==> src/rtl/cpu_control_unit.sv <==
// Microcoded-style control unit: FETCH/DECODE/WAIT_IN/EXEC/HALT sequencer for an 8-bit ISA.
// Optional macro CPU_SINGLE_STEP_EN adds a step input that gates each FETCH.
//
// state   | meaning
// FETCH   | pc presented to ROM, no strobes
// DECODE  | ROM word captured into IR
// WAIT_IN | ADDIN waiting for ext_valid, B bus on ext_input
// EXEC    | one-cycle strobe decode of IR, pc update
// HALT    | terminal, halted=1, exit only by reset
module cpu_control_unit #(
    parameter logic [4:0] RESET_PC = 5'd0
) (
    input  logic       clk,
    input  logic       reset_n,
`ifdef CPU_SINGLE_STEP_EN
    input  logic       step,
`endif
    input  logic [7:0] instr,
    input  logic       ext_valid,
    output logic [4:0] pc,
    output logic [1:0] B_sel,
    output logic [1:0] alu_op,
    output logic       A_load,
    output logic       B_load,
    output logic       ext_ack,
    output logic       halted
);

    typedef enum logic [2:0] {
        S_FETCH   = 3'd0,
        S_DECODE  = 3'd1,
        S_WAIT_IN = 3'd2,
        S_EXEC    = 3'd3,
        S_HALT    = 3'd4
    } state_t;

    localparam logic [2:0] OP_NOP   = 3'b000;
    localparam logic [2:0] OP_ADDB  = 3'b001;
    localparam logic [2:0] OP_ADDIN = 3'b010;
    localparam logic [2:0] OP_SUBB  = 3'b011;
    localparam logic [2:0] OP_INC   = 3'b100;
    localparam logic [2:0] OP_CLR   = 3'b101;
    localparam logic [2:0] OP_MOVB  = 3'b110;
    localparam logic [2:0] OP_JMP   = 3'b111;

    state_t     state_q, state_d;
    logic [4:0] pc_q, pc_d;
    logic [7:0] ir_q, ir_d;
    logic [1:0] b_sel_q, b_sel_d;
    logic [1:0] alu_op_q, alu_op_d;
    logic       a_load_q, a_load_d;
    logic       b_load_q, b_load_d;
    logic       ext_ack_q, ext_ack_d;
    logic       halted_q, halted_d;

    // Output bundle {b_sel, alu_op, a_load, b_load, ext_ack, halted} for a given state/IR.
    function automatic logic [7:0] decode_out(input state_t s, input logic [7:0] ir);
        logic [7:0] o;
        o = 8'h00;
        case (s)
            S_WAIT_IN: o = 8'b01_00_0000;
            S_HALT:    o = 8'b00_00_0001;
            S_EXEC: begin
                case (ir[7:5])
                    OP_ADDB:  o = 8'b00_00_1000;
                    OP_ADDIN: o = 8'b01_00_1010;
                    OP_SUBB:  o = 8'b00_01_1000;
                    OP_INC:   o = 8'b11_00_1000;
                    OP_CLR:   o = 8'b10_10_1000;
                    OP_MOVB:  o = 8'b00_00_0100;
                    default:  o = 8'h00;
                endcase
            end
            default:   o = 8'h00;
        endcase
        return o;
    endfunction

    always_comb begin
        state_d = state_q;
        pc_d    = pc_q;
        ir_d    = ir_q;
        case (state_q)
            S_FETCH: begin
`ifdef CPU_SINGLE_STEP_EN
                if (step) state_d = S_DECODE;
`else
                state_d = S_DECODE;
`endif
            end
            S_DECODE: begin
                ir_d    = instr;
                state_d = (instr[7:5] == OP_ADDIN) ? S_WAIT_IN : S_EXEC;
            end
            S_WAIT_IN: begin
                if (ext_valid) state_d = S_EXEC;
            end
            S_EXEC: begin
                if (ir_q == 8'hFF) begin
                    state_d = S_HALT;
                end else begin
                    state_d = S_FETCH;
                    pc_d    = (ir_q[7:5] == OP_JMP) ? ir_q[4:0] : pc_q + 5'd1;
                end
            end
            S_HALT:  state_d = S_HALT;
            default: state_d = S_FETCH;
        endcase
        // Outputs are registered: precompute what the next state will present.
        {b_sel_d, alu_op_d, a_load_d, b_load_d, ext_ack_d, halted_d} = decode_out(state_d, ir_d);
    end

    always_ff @(posedge clk or negedge reset_n) begin
        if (!reset_n) begin
            state_q   <= S_FETCH;
            pc_q      <= RESET_PC;
            ir_q      <= 8'h00;
            b_sel_q   <= 2'b00;
            alu_op_q  <= 2'b00;
            a_load_q  <= 1'b0;
            b_load_q  <= 1'b0;
            ext_ack_q <= 1'b0;
            halted_q  <= 1'b0;
        end else begin
            state_q   <= state_d;
            pc_q      <= pc_d;
            ir_q      <= ir_d;
            b_sel_q   <= b_sel_d;
            alu_op_q  <= alu_op_d;
            a_load_q  <= a_load_d;
            b_load_q  <= b_load_d;
            ext_ack_q <= ext_ack_d;
            halted_q  <= halted_d;
        end
    end

    assign pc      = pc_q;
    assign B_sel   = b_sel_q;
    assign alu_op  = alu_op_q;
    assign A_load  = a_load_q;
    assign B_load  = b_load_q;
    assign ext_ack = ext_ack_q;
    assign halted  = halted_q;

endmodule

==> config.mk <==
export PLATFORM = sky130hd
export DESIGN_NAME = cpu_control_unit
export DESIGN_NICKNAME = d
export VERILOG_FILES = /design/src/rtl/cpu_control_unit.sv
export SDC_FILE = /design/constraint.sdc
export NUM_CORES = 1
export LEC_CHECK = 0
export ABC_AREA = 1
export CAP_MARGIN = 25
export CORE_MARGIN = 2
export CORE_UTILIZATION = 50
export CTS_CLUSTER_DIAMETER = 80
export CTS_CLUSTER_SIZE = 40
export DETAILED_ROUTE_END_ITERATION = 6
export MAX_ROUTING_LAYER = met4
export PLACE_DENSITY = 0.78
export SYNTH_ARGS = -nofsm -noshare
export SYNTH_HDL_FRONTEND = slang
export SYNTH_SLANG_ARGS = --single-unit
==> constraint.sdc <==
create_clock -name clk -period 1.54 [get_ports clk]
set_clock_uncertainty 0.1 [all_clocks]
set_input_delay 0.308 -clock clk [delete_from_list [all_inputs] [get_ports clk]]
set_output_delay 0.308 -clock clk [all_outputs]
set_load 0.02 [all_outputs]
# == Word-level counts from Yosys, hierarchy flattened ==
# Cells that the tools add are included.
# op_classes
n_addsub,1
mux,8
n_eq_ne,16
bitwise_logic,1
reduce_logical,2
# ops
cell,count
8-bit one-hot mux with 6 select lines,1
8-bit one-hot mux with 3 select lines,1
3-bit by 2-bit == test with 1-bit output (second input constant),7
3-bit == test (second input constant),6
3-bit one-hot mux with 5 select lines,1
8-bit == test (second input constant),1
8-bit two-way mux,1
3-bit by 1-bit == test with 1-bit output (second input constant),2
3-bit two-way mux,2
5-bit by 1-bit adder with 5-bit output (second input constant),1
5-bit two-way mux,1
3-bit zero test,1
2-bit AND reduction,1
1-bit two-way mux,1
1-bit inverter,1
# totals
register_bits,24
word_cells,38

# == Longest topological paths before layout ==
# depth
ltp_word,5
ltp_mapped,8
depth_no_buf,8

# == Worst setup path before layout ==
# No wires, ideal clock.
# synth_path
path_kind,reg-to-reg
start,"register pc_q[0], in the netlist pc[0]"
end,"register pc_q[4], in the netlist pc[4]"
arrival_time_ps,1108
slack_ps,268
setup_time_ps,63
path_stages_with_launch,8
period_less_slack_ps,1272
cell_sequence,dfrtp_1 ha_1 nand2_1 o21bai_1 nand3_1 nand2_1 o21ai_1 inv_1
# synth_via
elab_chain_cells,2
# synth_lines
element,line_no,text
"start, declared",47,"logic [4:0] pc_q, pc_d;"
"start signal, assigned",126,pc_q <= pc_d;
5-bit by 1-bit adder with 5-bit output,103,pc_d = (ir_q[7:5] == OP_JMP) ? ir_q[4:0] : pc_q + 5'd1;
5-bit two-way mux,103,
# No other way between the ends.
# A chain may end at the register's enable or synchronous reset.

# == Worst setup path after layout ==
# layout_path
start,"register pc_q[1], in the netlist pc[1]"
end,output pc[1]
# layout_rtl
element,line_no,text
"end, declared",20,"output logic [4:0] pc,"
# No word-level cell between the ends.

==> flow_summary.json <==
{
  "drive_gt1_frac": 0.222,
  "final_cell_mix": "36 x nand2_1, 24 x dfrtp_1, 11 x dlygate4sd2_1",
  "rows": 17,
  "start_kind": "flip-flop",
  "multi_input_area_um2": 541,
  "viasPerCell": 5.09,
  "power_switching_mw": 1.38,
  "period_share": 0.965,
  "fp.dieArea_mm2": 0.00285,
  "drtAntennaViolNets": 0,
  "p_comb_frac": 0.543,
  "cp.buffers_inverters": 1,
  "hold_viol": 0,
  "grt_use_total": 0.190,
  "drt_wl_total_um": 2260,
  "slowest_delay_ns": 0.43,
  "slew_headroom": 0.797,
  "pwr-share-clk": 0.111,
  "h-tree-depth": 1,
  "path_class": "flip-flop to output pin",
  "io_pins": 24,
  "first_global_vias": 890,
  "synthArstFlopShare": 1.00,
  "n_antenna_cell": 0,
  "die_y_um": 53.3,
  "switching_share": 0.456,
  "synth_seq_cells": 24,
  "nets": 180,
  "mostFrequentLayoutCell": "nand2_1",
  "clock_tree.buffer_depth": 2,
  "maxCapViolCount": 0,
  "report.final.slew_viol_count": 0,
  "power_frac_seq": 0.345,
  "post-cts-setup-buffers": 0,
  "r2r_setup_slack_ns": 0.15,
  "post_drt_wl_per_cell_um": 11.6,
  "crit_family": "flip-flops",
  "power.leakage_nw": 0.796,
  "cp_slowest_cell": "dfrtp_1",
  "status": "finished clean",
  "antenna_found_initial": 0,
  "start_util": 0.540,
  "drc": 0,
  "n_fill_cell": 204,
  "rsz0062_at_grt": "no",
  "hpwl_um": 1760,
  "clkLatencyLatePin_ns": 0.31,
  "synth_area_mm2": 0.00122,
  "synth.distinct_cells": 26,
  "path_cells": "dlygate4sd2_1",
  "use_met3": 0.0254,
  "grt_max_degree": 25,
  "synthToLayoutAreaGrowth_pct": 26.7,
  "cts.clk_slew.worst_paths_ns": 0.13,
  "vias": 992,
  "grt_pass1_wl_um": 3790,
  "path_max_fanout": 4,
  "synth_warnings": 0,
  "dr.pass1.iters": 4,
  "drt_iter0_markers": 36,
  "cts_sinks": 24,
  "finish.utilization": 0.684,
  "crit_arrival_ns": 1.08,
  "coreArea_mm2": 0.00225,
  "synthCells": 135,
  "met1_usage": 0.256,
  "power_density_mw_per_mm2": 1960,
  "end_kind": "output pin",
  "cts_hold_buf": 0,
  "grt-busiest-layer": "met2",
  "io_buffer_count": 23,
  "ir_drop_uv": 1110,
  "hp-class": "input port to asynchronous set/reset pin",
  "syn_area_per_cell_um2": 9.02,
  "fin_crit_ns": 1.49,
  "fin_area_mm2": 0.00154,
  "syn-num-nets": 147,
  "cts-buffers-inserted": 3,
  "grt.overflow.total": 0,
  "worstMarginPinSlew_ns": 0.305,
  "ys_seq_area_frac": 0.493,
  "placed_area_mm2": 0.00152,
  "max_freq_mhz": 673,
  "synth_edf_count": 0,
  "finalSetupViolCount": 0,
  "cp.required_ns": 1.13,
  "chipWidth_um": 53.3,
  "cts-root-buf": "clkbuf_4",
  "ys.flop_type": "dfrtp_1",
  "intPower_mw": 1.64,
  "gp_congestion": 0.931,
  "gr-usage-met2": 0.296,
  "cts_tree": "yes",
  "seqCellArea_um2": 601
}
==> registers in the layout (all words and copies together), names as in the netlist <==
| name | cells |
|---|---|
| alu_op | 2 |
| ext_ack | 1 |
| halted | 1 |
| pc | 5 |
| state_q | 3 |
| A_load | 1 |
| B_sel | 2 |
| B_load | 1 |
| ir_q | 8 |
==> power by group through the flow <==
stage | clock [mW] | sequential (mW) | combinational [mW]
2_1_floorplan | 0 | 1.16 | 1.06
3_5_place_dp | 0 | 1.06 | 1.72
5_1_grt | 0.367 | 1.07 | 1.84
3_3_place_gp | 0 | 1.05 | 1.69
4_1_cts | 0.347 | 1.04 | 1.65
6_report | 0.337 | 1.04 | 1.64
==> cell usage after synthesis, types with 2 or more instances <==
| library cell | number | area [um2] |
|---|---|---|
| nand3_1 | 6 | 30.0 |
| o22ai_1 | 2 | 12.5 |
| nand2_1 | 36 | 135 |
| nand2_2 | 4 | 25.0 |
| inv_4 | 2 | 12.5 |
| nand2_4 | 6 | 67.6 |
| nand4_1 | 6 | 37.5 |
| nor2_1 | 8 | 30.0 |
| nor3_2 | 2 | 20.0 |
| nand3_2 | 3 | 30.0 |
| inv_2 | 5 | 18.8 |
| inv_1 | 10 | 37.5 |
| o21ai_0 | 5 | 25.0 |
| dfrtp_1 | 24 | 601 |
| o211ai_1 | 2 | 15.0 |
| o21ai_1 | 3 | 15.0 |
| a21oi_2 | 2 | 17.5 |
==> worst paths after layout <==
check / from / end / cells after the start
worst max-delay path: pc[1] / pc[1] / 1
worst min-delay path: reset_n / pc[2] / 2
worst max register to register: state_q[1] / B_load / 6
worst min register to register: ir_q[1] / ir_q[1] / 2
max in group asynchronous: reset_n / alu_op[0] / 2
min in group clk: instr[2] / ir_q[2] / 3
==> area by class of cell <==
cell class | count | share of cell area
Sequential cell | 24 | 0.389
Multi-Input combinational cell | 93 | 0.350
Timing Repair Buffer | 29 | 0.170
Inverter | 17 | 0.0446
Clock buffer | 4 | 0.0235
Tap cell | 28 | 0.0227
==> metrics by stage <==
stage	total power [mW]	setup TNS (ns)	setup slack (ns)	cells	hold slack (ns)
after floorplan	2.22	0	0.268	135	-0.0876
final	3.02	0	0.0532	195	0.231
after global placement	2.73	-0.0696	-0.0405	191	0.390
after detailed placement	2.78	-0.198	-0.0868	191	0.399
after CTS	3.04	0	0.0240	195	0.237
after global routing	3.28	0	0.00229	195	0.271
==> per-layer routing <==
metal | vias up | wire length (um)
met1 | 453 | 1100
li1 | 500 | -
met3 | 6 | 106
met2 | 33 | 1030
met5 | - | 0
met4 | 0 | 23
==> kinds of logic (layout without fill, tap and decap cells) <==
logic type | count (synthesis) | in the layout | share of synthesized area
AND/OR/NAND/NOR | 75 | 75 | 0.337
flip-flops | 24 | 24 | 0.493
buffers and inverters | 18 | 50 | 0.0627
AO/OA/AOI/OAI | 16 | 16 | 0.0894
adder cells (fa/ha/maj) | 1 | 1 | 0.0103
XOR/XNOR | 1 | 1 | 0.00720
==> repair_timing <==
item | 4_1_cts | 5_1_grt
gates resized for setup | 13 | 2
pin swaps | 0 | 0
endpoints found under the setup margin | 13 | 2
Note: power is estimated with default switching activity, not from simulation.
